--- src/rtl/ram_loader_pkg.sv ---
// Shared types and default widths for the RAM loader.
package ram_loader_pkg;

    localparam int unsigned DefDataWidth = 16;
    localparam int unsigned DefAddrWidth = 8;

    typedef enum logic [1:0] {
        StIdle,
        StWrite,
        StRead,
        StCheck
    } state_e;

endpackage

--- src/rtl/btn_sync.sv ---
// Two-flop synchronizer for an active-low button, plus a one-cycle pulse on a press (1->0).
module btn_sync (
    input  logic clk,
    input  logic rst_n,
    input  logic btn_n_i,
    output logic fall_o
);

    logic sync1_q, sync2_q, prev_q;

    always_ff @(posedge clk or negedge rst_n) begin
        if (!rst_n) begin
            sync1_q <= 1'b1;
            sync2_q <= 1'b1;
            prev_q  <= 1'b1;
        end else begin
            sync1_q <= btn_n_i;
            sync2_q <= sync1_q;
            prev_q  <= sync2_q;
        end
    end

    assign fall_o = prev_q & ~sync2_q;

endmodule

--- src/rtl/ram_loader.sv ---
// Pushbutton-driven RAM writer: write one word, read it back, flag a mismatch.
module ram_loader
    import ram_loader_pkg::*;
#(
    parameter int unsigned DATA_WIDTH    = DefDataWidth,
    parameter int unsigned ADDRESS_WIDTH = DefAddrWidth
) (
    input  logic                     clk,
    input  logic                     rst_n,
    input  logic                     ce,
    input  logic                     wr_en,
    input  logic                     auto_inc,
    input  logic [ADDRESS_WIDTH-1:0] address_in,
    input  logic [DATA_WIDTH-1:0]    data_in,
    output logic                     busy,
    output logic                     done,
    output logic                     error,
    output logic [ADDRESS_WIDTH-1:0] wr_address,
    output logic [DATA_WIDTH-1:0]    data_out
);

    localparam int unsigned Depth = 2 ** ADDRESS_WIDTH;

    logic                     req;
    state_e                   state_q;
    logic                     busy_q, done_q, error_q;
    logic [ADDRESS_WIDTH-1:0] wr_address_q, ptr_q;
    logic [DATA_WIDTH-1:0]    data_q, data_out_q;
    logic [DATA_WIDTH-1:0]    mem_q [Depth];

    // The synchronizer runs regardless of ce; a pulse seen while ce=0 simply expires.
    btn_sync u_btn_sync (
        .clk     (clk),
        .rst_n   (rst_n),
        .btn_n_i (wr_en),
        .fall_o  (req)
    );

    always_ff @(posedge clk or negedge rst_n) begin
        if (!rst_n) begin
            state_q      <= StIdle;
            busy_q       <= 1'b0;
            done_q       <= 1'b0;
            error_q      <= 1'b0;
            wr_address_q <= '0;
            ptr_q        <= '0;
            data_q       <= '0;
            data_out_q   <= '0;
        end else if (ce) begin
            done_q <= 1'b0;
            case (state_q)
                StIdle: begin
                    if (req) begin
                        data_q       <= data_in;
                        wr_address_q <= auto_inc ? ptr_q : address_in;
                        busy_q       <= 1'b1;
                        state_q      <= StWrite;
                    end
                end
                StWrite: begin
                    state_q <= StRead;
                end
                StRead: begin
                    data_out_q <= mem_q[wr_address_q];
                    state_q    <= StCheck;
                end
                StCheck: begin
                    error_q <= (data_out_q != data_q);
                    done_q  <= 1'b1;
                    if (auto_inc) begin
                        ptr_q <= ptr_q + ADDRESS_WIDTH'(1);
                    end
                    busy_q  <= 1'b0;
                    state_q <= StIdle;
                end
                default: begin
                    busy_q  <= 1'b0;
                    state_q <= StIdle;
                end
            endcase
        end
    end

    // No reset on the array: contents survive rst_n.
    always_ff @(posedge clk) begin
        if (ce && state_q == StWrite) begin
            mem_q[wr_address_q] <= data_q;
        end
    end

    assign busy       = busy_q;
    assign done       = done_q;
    assign error      = error_q;
    assign wr_address = wr_address_q;
    assign data_out   = data_out_q;

endmodule

--- config.mk ---
export PLATFORM = sky130hd
export DESIGN_NAME = ram_loader
export DESIGN_NICKNAME = d
export VERILOG_FILES = /design/src/rtl/ram_loader_pkg.sv /design/src/rtl/btn_sync.sv /design/src/rtl/ram_loader.sv
export SDC_FILE = /design/constraint.sdc
export NUM_CORES = 2
export LEC_CHECK = 0
export BUFFER_PORTS_ARGS = -buffer_cell sky130_fd_sc_hd__buf_2
export CAP_MARGIN = 0
export CORE_MARGIN = 4
export CORE_UTILIZATION = 35
export DETAILED_ROUTE_END_ITERATION = 10
export GPL_TIMING_DRIVEN = 0
export HOLD_SLACK_MARGIN = 0.05
export MAX_ROUTING_LAYER = met4
export SLEW_MARGIN = 20
export SYNTH_ARGS = -nofsm -noshare
export SYNTH_HDL_FRONTEND = slang
export SYNTH_SLANG_ARGS = --single-unit
--- constraint.sdc ---
create_clock -name clk -period 5.1 [get_ports clk]
set_clock_uncertainty 0.05 [all_clocks]
set_input_delay 0.255 -clock clk [delete_from_list [all_inputs] [get_ports clk]]
set_output_delay 0.255 -clock clk [all_outputs]
set_load 0.005 [all_outputs]
# --- Word level (Yosys, flattened, before mapping) ---
# Memories as Yosys holds them, arrays and structs flattened. A register that Yosys moved wholly into a read port is not among the register bits.
# Cells that the tools add are included.
totals:
  mem_bits_rw: 4096
  out_inout_bits: 27
  register_bits: 40
  memories: 1
  wordCells: 37
classes:
  bitwise: 2
  reduce_logical: 10
  n_eq_ne: 5
  n_mux: 8
  addsub: 1
memory_table:
  columns: ["memory", "depth", "width", "rd", "rd_clocked_by_memory_dff", "wr", "line", "source"]
  rows:
  - ["mem_q", 256, 16, 1, 1, 1, "ram_loader.sv:29", "logic [DATA_WIDTH-1:0] mem_q [Depth];"]
ops:
  columns: ["cell", "count"]
  rows:
  - ["16-bit inequality test", 1]
  - ["3-bit AND reduction", 3]
  - ["8-bit by 1-bit adder with 8-bit output (second input constant)", 1]
  - ["8-bit 2-to-1 mux", 1]
  - ["2-bit case mux with 4 select lines", 1]
  - ["2-bit AND reduction", 3]
  - ["2-bit equality test (second input constant)", 2]
  - ["1-bit 2-to-1 mux", 4]
  - ["2-bit by 1-bit equality test with 1-bit output (second input constant)", 1]
  - ["2-bit logical NOT", 1]
  - ["2-bit 2-to-1 mux", 1]
  - ["2-bit inequality test (second input constant)", 1]
  - ["1-bit case mux with 2 select lines", 1]
  - ["2-bit nonzero test", 1]
  - ["1-bit AND", 1]
  - ["1-bit logical AND", 1]
  - ["1-bit logical NOT", 1]
  - ["1-bit inverter", 1]

# --- Logic depth before layout (Yosys ltp) ---
logic_depth:
  ltp_word: 4
  ltp_mapped: 14
  mapped_depth_nobuf: 9

# --- Cells and area by module ---
# A second synthesis with hierarchy kept.
hier_totals:
  cells_unflattened: 7036
  area_unflattened_um2: 159590.6
by_module_without_submodules:
  columns: ["mod", "n_inst", "area_per_inst_um2", "seq_area_each_um2", "cells_each"]
  rows:
  - ["ram_loader", 1, 159498.0, 124324.2, 7032]
  - ["btn_sync", 1, 92.6, 78.8, 4]

# --- Worst setup path before layout ---
# OpenSTA, ideal clock, no wires.
synth_path:
  path_kind: "register -> register"
  from: "reg data_q[8]"
  to: "reg error_q (netlist: error)"
  required_ps: 4913
  t_arrival_ps: 3950
  path_slack_ps: 963
  path_stages_with_launch: 5
  setup_time_ps: 137
  synth_period_minus_slack_ps: 4137
  cell_sequence: "dfrtp_1 > xnor2_1 > nand4_1 > nor4_1 > a31oi_1"
synth_between:
  elab_chain_len: 1
synth_lines:
  columns: ["element", "line", "source"]
  rows:
  - ["start, declared", "ram_loader.sv:28", "logic [DATA_WIDTH-1:0] data_q, data_out_q;"]
  - ["start signal, assigned", "ram_loader.sv:54", "data_q <= data_in;"]
  - ["16-bit inequality test", "ram_loader.sv:68", "error_q <= (data_out_q != data_q);"]
  - ["end signal, assigned", "ram_loader.sv:68", null]
  - ["end, declared", "ram_loader.sv:26", "logic busy_q, done_q, error_q;"]
# Every way passes these cells.
# A chain may end at the register's enable or synchronous reset.

==> key figures <==
Routing
  • WL final: 614 mm
  • DRC viols: 0
  • First drt pass iteration count: 8
  • Wirelength per Cell: 42.8 um
  • Initial DRC Count: 15800
  • Antenna viol nets, final: 0
  • Total number of vias: 87500
  • DR vias/cell: 6.10

Synth
  • Post-synth EDFFs: 4096
  • Flops & latches, synth: 4152
  • Synth Flop Type: edfxtp_1
  • Library cells used by synthesis: 68
  • Sequential fraction of the synthesis area: 0.778
  • Avg Inst Size Synth: 22.6 um2
  • Yosys warnings: 0
  • Mapped Area: 160000 um2
  • Synthesized Nets: 7103
  • Post-synthesis cell count: 7068
  • Async set-or-reset flop fraction in the synthesized netlist: 0.0135

Final layout
  • Nets@finish: 8004
  • Final Instance Area: 191000 um2
  • Register Area: 124000 um2
  • Commonest non-fill, non-tap cell in the layout: edfxtp_1
  • Layout cells sized above 1: 0.332
  • Filler instances: 38700
  • Area Growth Syn to Fin: 19.4%
  • Non-Filler Instances: 14300
  • Multi-input logic area: 34900 um2
  • Most frequent cells in the layout: edfxtp_1, mux4_2, clkbuf_16

CTS
  • CTS Buffer Depth: 4
  • CTS Sinks: 4152
  • Clk root buf: clkbuf_16
  • CTS tree: built
  • Total CTS buffers: 421
  • Clk_lat worst skew: 0.99 ns
  • Clock slew at reported path FFs: 0.06 ns
  • H-tree levels: 5

Timing
  • Fin. max-slew vios: 0
  • Fin. Hold Viols: 0
  • Slew @ Worst Pin: 1.31 ns
  • Slew HR: 0.124
  • Min Tclk post-route: 5.40 ns
  • RSZ-0062 raised after global routing: true
  • Final worst-path cycle share: 1.06
  • Setup ws final: -0.295 ns
  • Final setup viols: 431
  • Hold WS: 0.0764 ns
  • F_max: 185 MHz

Global route
  • Initial antenna violation count: 62
  • Global-route usage over all layers: 0.265
  • GR Overflow Total: 0
  • Vias in the first global route: 83500
  • First-pass GRT wire length: 801 mm
  • Largest net degree at the start of global routing: 85

Power
  • LEAKAGE: 0.0588 uW
  • Peak VDD IR: 0.000380 V
  • Pwr per Cell Area: 600 nW/um2

Placed design
  • Setup Slack @ Placement: -1.51 ns
  • Placed insts: 13400
  • # port buffers: 54
  • Area of placed instances: 175000 um2
  • Final Wtd Congestion: 1.03
  • Dpl hpwl: 424 mm

Job
  • Max cap viols: 0

Setup path
  • CP Class: reg -> reg
  • CP Launch Type: flip-flop
  • CP Max Fanout: 15
  • Worst Setup End Kind: flip-flop
  • Required @ worst endpoint: 5.91 ns
  • WP data arrival: 6.20 ns

Die
  • Area of the core: 454000 um2
  • Die area: 468000 um2
  • Row cnt: 247
  • Effective utilization at floorplan: 0.352
  • Io pins: 56
  • Die Ht: 684 um
  • Die width: 684 um

Worst hold path
  • Hold Crit Class: in -> reg

Outcome
  • Failing checks: negative setup slack
  • Status: finished with violations
==> through the flow <==
step | setup TNS [ns] | util | total power, uW
2_1_floorplan | 0 | - | 62900
3_3_place_gp | - | 0.369 | 80900
3_5_place_dp | -3242.80 | 0.386 | 83100
4_1_cts | -1.43 | 0.420 | 113000
5_1_grt | -0.0290 | 0.421 | 116000
6_report | -17.66 | 0.421 | 114000
==> cell families (layout without fill, tap and decap cells) <==
kind of cell	count (synthesis)	in the layout	share of synthesized area
compound gates	556	556	0.0242
xor+xnor	23	23	0.00126
fa+ha+maj	6	6	0.000470
buf+inv	419	1677	0.0164
flops	4152	4152	0.778
mux	1360	1360	0.164
other cells	0	35	0
simple gates	552	552	0.0156
==> cell type report <==
class                           instances  share of cell area
Clock inverter                        244              0.0114
Multi-Input combinational cell       2497               0.183
Antenna cell                           35            0.000459
Timing Repair Buffer                  482              0.0395
Clock buffer                          536              0.0588
Tap cell                             5976              0.0392
Buffer                                410              0.0153
Sequential cell                      4152               0.652
Inverter                                5           0.0000983
==> cells in the mapped netlist, types with 12 or more instances <==
master | n | share of area
mux2i_1 | 313 | 0.020
o22a_1 | 36 | 0.0020
clkbuf_1 | 113 | 0.0027
or3_1 | 15 | 0.00059
a211oi_1 | 22 | 0.0010
nor4_1 | 19 | 0.00074
o21ai_0 | 62 | 0.0019
nor2b_1 | 15 | 0.00059
nand2_1 | 83 | 0.0019
nand3_1 | 23 | 0.00072
a22oi_1 | 100 | 0.0047
nor3_1 | 65 | 0.0020
o22ai_1 | 150 | 0.0059
xnor2_1 | 20 | 0.0011
o221ai_1 | 28 | 0.0015
buf_4 | 104 | 0.0049
mux2_2 | 47 | 0.0033
a31oi_1 | 14 | 0.00055
dfrtp_1 | 53 | 0.0083
nand4_1 | 15 | 0.00059
nor2_1 | 270 | 0.0063
mux4_2 | 999 | 0.14
edfxtp_1 | 4096 | 0.77
buf_2 | 121 | 0.0038
o211ai_1 | 14 | 0.00066
a21oi_1 | 54 | 0.0017
o21bai_1 | 19 | 0.00089
buf_6 | 62 | 0.0044
nand2b_1 | 12 | 0.00047
==> critical path: stages, from the launching register on <==
cell and delay (ns):
dfrtp_2 0.56, buf_4 0.35, buf_4 0.33, buf_6 0.33, buf_4 0.41, buf_4 0.59
buf_2 0.66, mux2i_1 0.50, a22oi_1 0.16, nand4_1 0.19, o41ai_1 0.24, nor4_4 0.53
a21oi_1 0.13
==> what timing repair did <==
| item | CTS | global route |
|---|---|---|
| endpoints found under the setup margin | 4013 | 418 |
| buffers inserted | 82 | 6 |
| resized for setup | 131 | 26 |
| hold buffers | 42 | 0 |
| pin swaps | 53 | 7 |
| endpoints found under the hold margin | 92 | 0 |
==> path summary, 6_finish.rpt <==
| check | end | from | cells after the start | slack, ns |
|---|---|---|---|---|
| worst min register to register | u_btn_sync.prev_q | u_btn_sync.sync2_q | 0 | 0.31 |
| worst max-delay path | data_out[5] | wr_address[3] | 12 | -0.30 |
| max in group asynchronous | data_q[14] | rst_n | 4 | 4.28 |
| worst max register to register | data_out[5] | wr_address[3] | 12 | -0.30 |
| worst min-delay path | data_q[11] | data_in[11] | 3 | 0.08 |
| min in group asynchronous | data_q[15] | rst_n | 4 | 0.34 |
==> sequential cells by signal, indices dropped and copies added, names as in the netlist <==
| register | flops |
|---|---|
| mem_q | 4096 |
| data_out | 16 |
| data_q | 16 |
| ptr_q | 8 |
| wr_address | 8 |
| state_q | 2 |
| busy | 1 |
| done | 1 |
| error | 1 |
| u_btn_sync.prev_q | 1 |
| u_btn_sync.sync1_q | 1 |
| u_btn_sync.sync2_q | 1 |
==> power breakdown <==
part	leakage [uW]	total [uW]	switching, uW	internal (uW)
logic	0.0146	39800	28100	11700
clock network	0.00652	30500	13400	17100
registers	0.0377	44100	1450	42700
==> routing by layer <==
metal | wire length, um | GRT usage | up-vias
met1 | 220000 | 0.330 | 47200
met5 | 0 | - | -
met3 | 75900 | 0.0759 | 1531
li1 | - | - | 32100
met2 | 273000 | 0.385 | 6778
met4 | 44700 | 0.156 | 0
No activity file was read; power rests on OpenSTA's default activity.
